**config.mk**
```make
export PLATFORM = sky130hd
export DESIGN_NAME = mccoy_seq_ctrl
export DESIGN_NICKNAME = d
export VERILOG_FILES = /design/src/rtl/mccoy_seq_ctrl.sv
export SDC_FILE = /design/constraint.sdc
export NUM_CORES = 1
export LEC_CHECK = 0
export BUFFER_PORTS_ARGS = -buffer_cell sky130_fd_sc_hd__buf_4
export CORE_MARGIN = 1.5
export CORE_UTILIZATION = 40
export CTS_CLUSTER_DIAMETER = 150
export DETAILED_ROUTE_END_ITERATION = 16
export PLACE_DENSITY = 0.68
export SYNTH_ARGS = -nofsm -noshare
export SYNTH_HDL_FRONTEND = slang
export SYNTH_SLANG_ARGS = --single-unit
```
**constraint.sdc**
```tcl
create_clock -name clk -period 2.2 [get_ports clk]
set_input_delay 0.11 -clock clk [delete_from_list [all_inputs] [get_ports clk]]
set_output_delay 0.11 -clock clk [all_outputs]
set_load 0.02 [all_outputs]
```
**src/rtl/mccoy_seq_ctrl.sv**
```systemverilog
// Fetch/decode/execute/writeback sequencer for the McCoy 3-bit-opcode core.
// Owns the PC and instruction register, and pulses one stage enable per state.
module mccoy_seq_ctrl #(
    parameter int PC_W  = 5,
    parameter int CNT_W = 8
) (
    input  logic             clk,
    input  logic             rst_n,
    input  logic             run,
    input  logic             step,
    output logic             instr_req,
    output logic [PC_W-1:0]  instr_addr,
    input  logic             instr_valid,
    input  logic [7:0]       instr_data,
    output logic [2:0]       opcode,
    output logic [4:0]       operand,
    input  logic             bez,
    input  logic             ja,
    input  logic             zero,
    input  logic [PC_W-1:0]  target,
    output logic             dec_en,
    output logic             ex_en,
    output logic             wb_en,
    output logic [PC_W-1:0]  pc,
    output logic             busy,
    output logic [CNT_W-1:0] retired,
    output logic [2:0]       state_dbg
);

    typedef enum logic [2:0] {
        S_IDLE   = 3'd0,
        S_FETCH  = 3'd1,
        S_DECODE = 3'd2,
        S_EXEC   = 3'd3,
        S_WB     = 3'd4
    } state_t;

    state_t          state;
    state_t          state_nxt;
    logic [7:0]      ir;
    logic [PC_W-1:0] npc;
    logic [PC_W-1:0] npc_nxt;
    logic            take_target;

    // Fetch handshake: instr_req rises on entry to FETCH and stays high with
    // instr_addr stable until a cycle in which instr_valid is high; that edge
    // loads ir and ends the transfer. instr_valid in any other state is ignored.
    always_ff @(posedge clk or negedge rst_n) begin
        if (!rst_n) begin
            state <= S_IDLE;
        end else begin
            state <= state_nxt;
        end
    end

    always_comb begin
        state_nxt = state;
        unique case (state)
            S_IDLE:   if (run || step) state_nxt = S_FETCH;
            S_FETCH:  if (instr_valid) state_nxt = S_DECODE;
            S_DECODE: state_nxt = S_EXEC;
            S_EXEC:   state_nxt = S_WB;
            S_WB:     state_nxt = run ? S_FETCH : S_IDLE;
            default:  state_nxt = S_IDLE;
        endcase
    end

    // Stage strobes are Moore outputs, so at most one is ever high.
    always_comb begin
        instr_req = 1'b0;
        dec_en    = 1'b0;
        ex_en     = 1'b0;
        wb_en     = 1'b0;
        busy      = 1'b1;
        unique case (state)
            S_IDLE:   busy      = 1'b0;
            S_FETCH:  instr_req = 1'b1;
            S_DECODE: dec_en    = 1'b1;
            S_EXEC:   ex_en     = 1'b1;
            S_WB:     wb_en     = 1'b1;
            default:  busy      = 1'b0;
        endcase
    end

    // ja wins over bez; bez only redirects when the datapath reports zero.
    assign take_target = ja || (bez && zero);
    assign npc_nxt     = take_target ? target : pc + PC_W'(1);

    always_ff @(posedge clk or negedge rst_n) begin
        if (!rst_n) begin
            ir <= 8'h00;
        end else if (state == S_FETCH && instr_valid) begin
            ir <= instr_data;
        end
    end

    always_ff @(posedge clk or negedge rst_n) begin
        if (!rst_n) begin
            npc <= '0;
        end else if (state == S_EXEC) begin
            npc <= npc_nxt;
        end
    end

    always_ff @(posedge clk or negedge rst_n) begin
        if (!rst_n) begin
            pc      <= '0;
            retired <= '0;
        end else if (state == S_WB) begin
            pc      <= npc;
            retired <= retired + CNT_W'(1);
        end
    end

    assign instr_addr = pc;
    assign opcode     = ir[7:5];
    assign operand    = ir[4:0];
    assign state_dbg  = state;

endmodule
```
Word-level counts from Yosys, hierarchy flattened
Index checks and enable logic that the tools add are counted.
{ "op_classes": {"addsub": 2, "n_eq_ne": 6, "muxes": 10, "reduce_logical": 7} }
{ "op_table": {"columns": ["cell", "n"], "rows": [
  ["$pmux W3 S5", 1],
  ["$add A8 B1 Y8 const B", 1],
  ["$eq A3 B2 Y1 const B", 2],
  ["$mux W1", 6],
  ["$mux W3", 2],
  ["$add A5 B1 Y5 const B", 1],
  ["$mux W5", 1],
  ["$ne A2 B2 Y1 const B", 2],
  ["$reduce_or A4 Y1", 1],
  ["$eq A3 B1 Y1 const B", 1],
  ["$eq A3 B3 Y1 const B", 1],
  ["$logic_not A3 Y1", 1],
  ["$logic_and A1 B1 Y1", 2],
  ["$logic_or A1 B1 Y1", 2],
  ["$reduce_and A2 Y1", 1]
]} }
{ "totals": {"reg_bits": 29, "input_bits": 21, "out_inout_bits": 34, "elab_cells": 30} }

Longest topological paths before layout
{ "logic_depth": {"ltp_word": 3, "depth_mapped": 5, "ltp_nobuf": 4} }

Least setup slack after synthesis
No wires, ideal clock.
{ "synth_path": {"path_type": "reg-to-reg", "from": "register state[2] (netlist: state_dbg[2])", "to": "register ir[0]", "setup_ps": 125, "arrival_ps": 1459, "t_required_ps": 2075, "setup_slack_ps": 617, "stages_incl_launch_ff": 5, "path_buffers": 1, "synth_period_minus_slack_ps": 1583, "path_cell_list": "dfrtp_1 -> buf_6 -> nand2b_4 -> nor3b_4 -> mux2_2"} }
{ "synth_via": {"elab_chain_len": 2} }
{ "synth_rtl": {"columns": ["element", "line_no", "source"], "rows": [
  ["start, declared", "38", "state_t state;"],
  ["start signal, assigned", "52", "state <= state_nxt;"],
  ["$eq A3 B1 Y1", "92", "end else if (state == S_FETCH && instr_valid) begin"],
  ["$logic_and A1 B1 Y1", "92", null],
  ["end signal, assigned", "93", "ir <= instr_data;"],
  ["end, declared", "40", "logic [7:0] ir;"]
]} }
No other way between the ends.
A chain may end at the register's enable or synchronous reset.

Worst setup path in the final report
{ "layout_path": {"from": "register state[1] (netlist: state_dbg[1])", "to": "output wb_en"} }
{ "layout_via": {"elab_chain_len": 2} }
{ "layout_rtl": {"columns": ["element", "line_no", "source"], "rows": [
  ["$eq A3 B3 Y1", "75", "unique case (state)"],
  ["$mux W1", "75", null],
  ["end, declared", "23", "output logic wb_en,"]
]} }
No other way between the ends.

==> run metrics <==
Routability Congestion 0.772; Min-Delay Endpoint ir[4]; DRC violations left 0; post-synth top area share 53.4%; Nets 193; core footprint 3130 µm²; Core Util, Final 58.8%; fin crit share 80.3%; clock buffer depth 2; first-pass GRT wire length 4.69 mm; die width 61.3 µm; PwrDens 1400 nW/µm²; design area 1840 µm²; Compound-Gate Fraction of Synth Area 8.20%; Layout fillers 283; CTS H-tree lvls 2; worst flop-to-flop path startpoint state_dbg[1]; status complete, no violations; register area share after synthesis 53.4%; adder-cell area share of the yosys netlist 1.84%; IO Count 55; Final Critical Period 1770 ps; hold depth 2; largest net degree at the start of global routing 30; worst slack, placed 554 ps; clock share of power 12.6%; clock root buffer clkbuf_4; CTS clk-pin slew, worst paths 90 ps; DR iter-0 viols 18; Clk Latency, worst-skew pair 320 ps; Max Cap Violations 0; Setup Skew 4.77 ps; Synth cell types 29; FP Rows 20; Setup-failing EPs final 0; most common cell after layout, fill and taps aside buf_4; Cell Count Post-Placement 205; Vias 1,059; total power 2.57 mW; vias in the first global route 1,022; Netlist Area Pre-Place 1360 µm²; Pre-Repair DR Iteration Count 4; CP Max Fanout 12; Tightest Pin Transition 411 ps; initial antenna violation count 0; Seq pwr share 38.4%; Setup crit end kind output pin; full die area 3760 µm²; Cell Count, Final, Fillers Out 214; Setup WS post-layout 434 ps; Slew headroom 72.5%; Worst R2R Setup Slack 570 ps; Syn Nets 138; Yosys reg bits 29; switching pwr 1.05 mW; CTS tree yes; # port buffers 54; most frequent cells in the layout buf_4, dfrtp_1, mux2_2; WP data arrival 1660 ps; post-CTS sizing 0; R2R cell count 3; mean post-synth cell area 11.8 µm²; Hold Vio Cnt, Final 0; Worst Hold Class input port to register; routed len/inst 13.3 µm; Required @ worst endpoint 2090 ps; post-route setup TNS 0 ps; Starting Density 43.4%; diodes inserted 0; Antenna Violating Nets Remaining 0; Critical Setup Path Class register to output pin; post-DP HPWL 2.19 mm; Peak VDD IR 623 µV; Gate power share 49.1%; die height 61.3 µm; placed instance area 1760 µm²; Internal Pwr Total 1.52 mW; TritonCTS buffer count 5; Pins Over Slew Limit 0; Worst Hold Launch instr_data[4]; top post-synthesis cells by area dfrtp_1, mux2_2, xor2_1; switching share of power 41.0%; Synth Area in XOR/XNOR 5.80%; Overflow after GRT 0; Gate Count Post-Synth 115; Synth area leader dfrtp_1; RR Endpoint instr_addr[1]; Clock Sinks 29; CP startpoint kind register; Leak 0.904 nW; WL final 2.84 mm; largest family of logic cells by synthesized area simple AND/OR/NAND/NOR gates; proportion of synthesized area in mux cells 12.3%; Ys Warns 0; RSZ-0062 raised after global routing false; Simple-Gate Fraction of Synth Area 12.9%; total track usage 17.3%; Syn-to-layout area delta 35.3%; worst hold slack 20.5 ps; layout cells sized above 1 46.5%; Post-CTS Setup Bufs 0; routed vias/inst 4.95; f_max 566 MHz
## state kept, by name (all words and copies together) (netlist names)
signal      count
instr_addr      5
retired         8
npc             5
ir              8
state_dbg       3
## kinds of logic (layout without fill, tap and decap cells)
| logic type | count (synthesis) | count (layout) |
|---|---|---|
| AND/OR/NAND/NOR | 30 | 30 |
| flip-flops | 29 | 29 |
| AO/OA/AOI/OAI | 18 | 18 |
| multiplexers | 15 | 15 |
| buffers and inverters | 12 | 67 |
| XOR/XNOR | 9 | 9 |
| adder cells (fa/ha/maj) | 2 | 2 |
## critical path, stage by stage, from the launching register on
cell and delay (ps):
dfrtp_1 510, nor3b_1 420, buf_4 240, buf_4 160
## how the worst max path moves through the flow
stage | startpoint | endpoint | slack [ps] | cells past startpoint
final | state_dbg[1] | wb_en | 430 | 3
after detailed placement | state_dbg[0] | instr_addr[4] | 550 | 3
after CTS | state_dbg[1] | wb_en | 400 | 3
after global placement | state_dbg[0] | retired[1] | 630 | 3
after global routing | state_dbg[0] | wb_en | 290 | 3
after floorplan | state_dbg[2] | ir[0] | 620 | 4
## repair_timing
action | in CTS | in global routing
endpoints found under the hold margin | 29 | 1
hold buffers | 1 | 1
setup endpoints to repair | 0 | 0
## metal layers
metal  share of wire [%]  GRT usage, %  up-vias
met4                 1.4          5.90        0
met3                 9.3          6.51        5
met2                  47          28.3       43
met1                  42          21.2      500
met5                   0             0        -
li1                    -             -      511
## power by group through the flow
stage / Sequential [mW] / Combinational (mW) / Clock [mW]
finish: 0.988 / 1.26 / 0.324
global route: 1.03 / 1.36 / 0.364
CTS: 0.993 / 1.28 / 0.336
detailed placement: 1.00 / 1.28 / 0
global placement: 0.988 / 1.26 / 0
floorplan: 1.12 / 0.674 / 0
## final cells by class
class	instances	area, µm²	area share, %
sequential	29	726	39.5
tap	44	55.1	3.00
multi-input combinational	74	558	30.4
inverter	3	11.3	0.613
clock buffer	7	55.1	3.00
timing repair buffer	57	433	23.6
## cell usage after synthesis
cell / n
dfrtp_1: 29
mux2_2: 13
nand2_1: 11
o21ai_0: 6
a21oi_1: 5
buf_4: 5
nor2_1: 5
xor2_1: 5
nand4_1: 4
xnor2_1: 4
buf_2: 3
inv_1: 3
a31o_2: 2
ha_1: 2
nand3b_1: 2
nor3_1: 2
nor3b_1: 2
a211oi_1: 1
a21o_1: 1
a2bb2oi_1: 1
a31oi_1: 1
buf_6: 1
mux2_1: 1
mux2i_1: 1
nand2b_4: 1
nand4bb_1: 1
nor3b_4: 1
o32ai_1: 1
or2_2: 1
(Power assumes the default switching activity.)
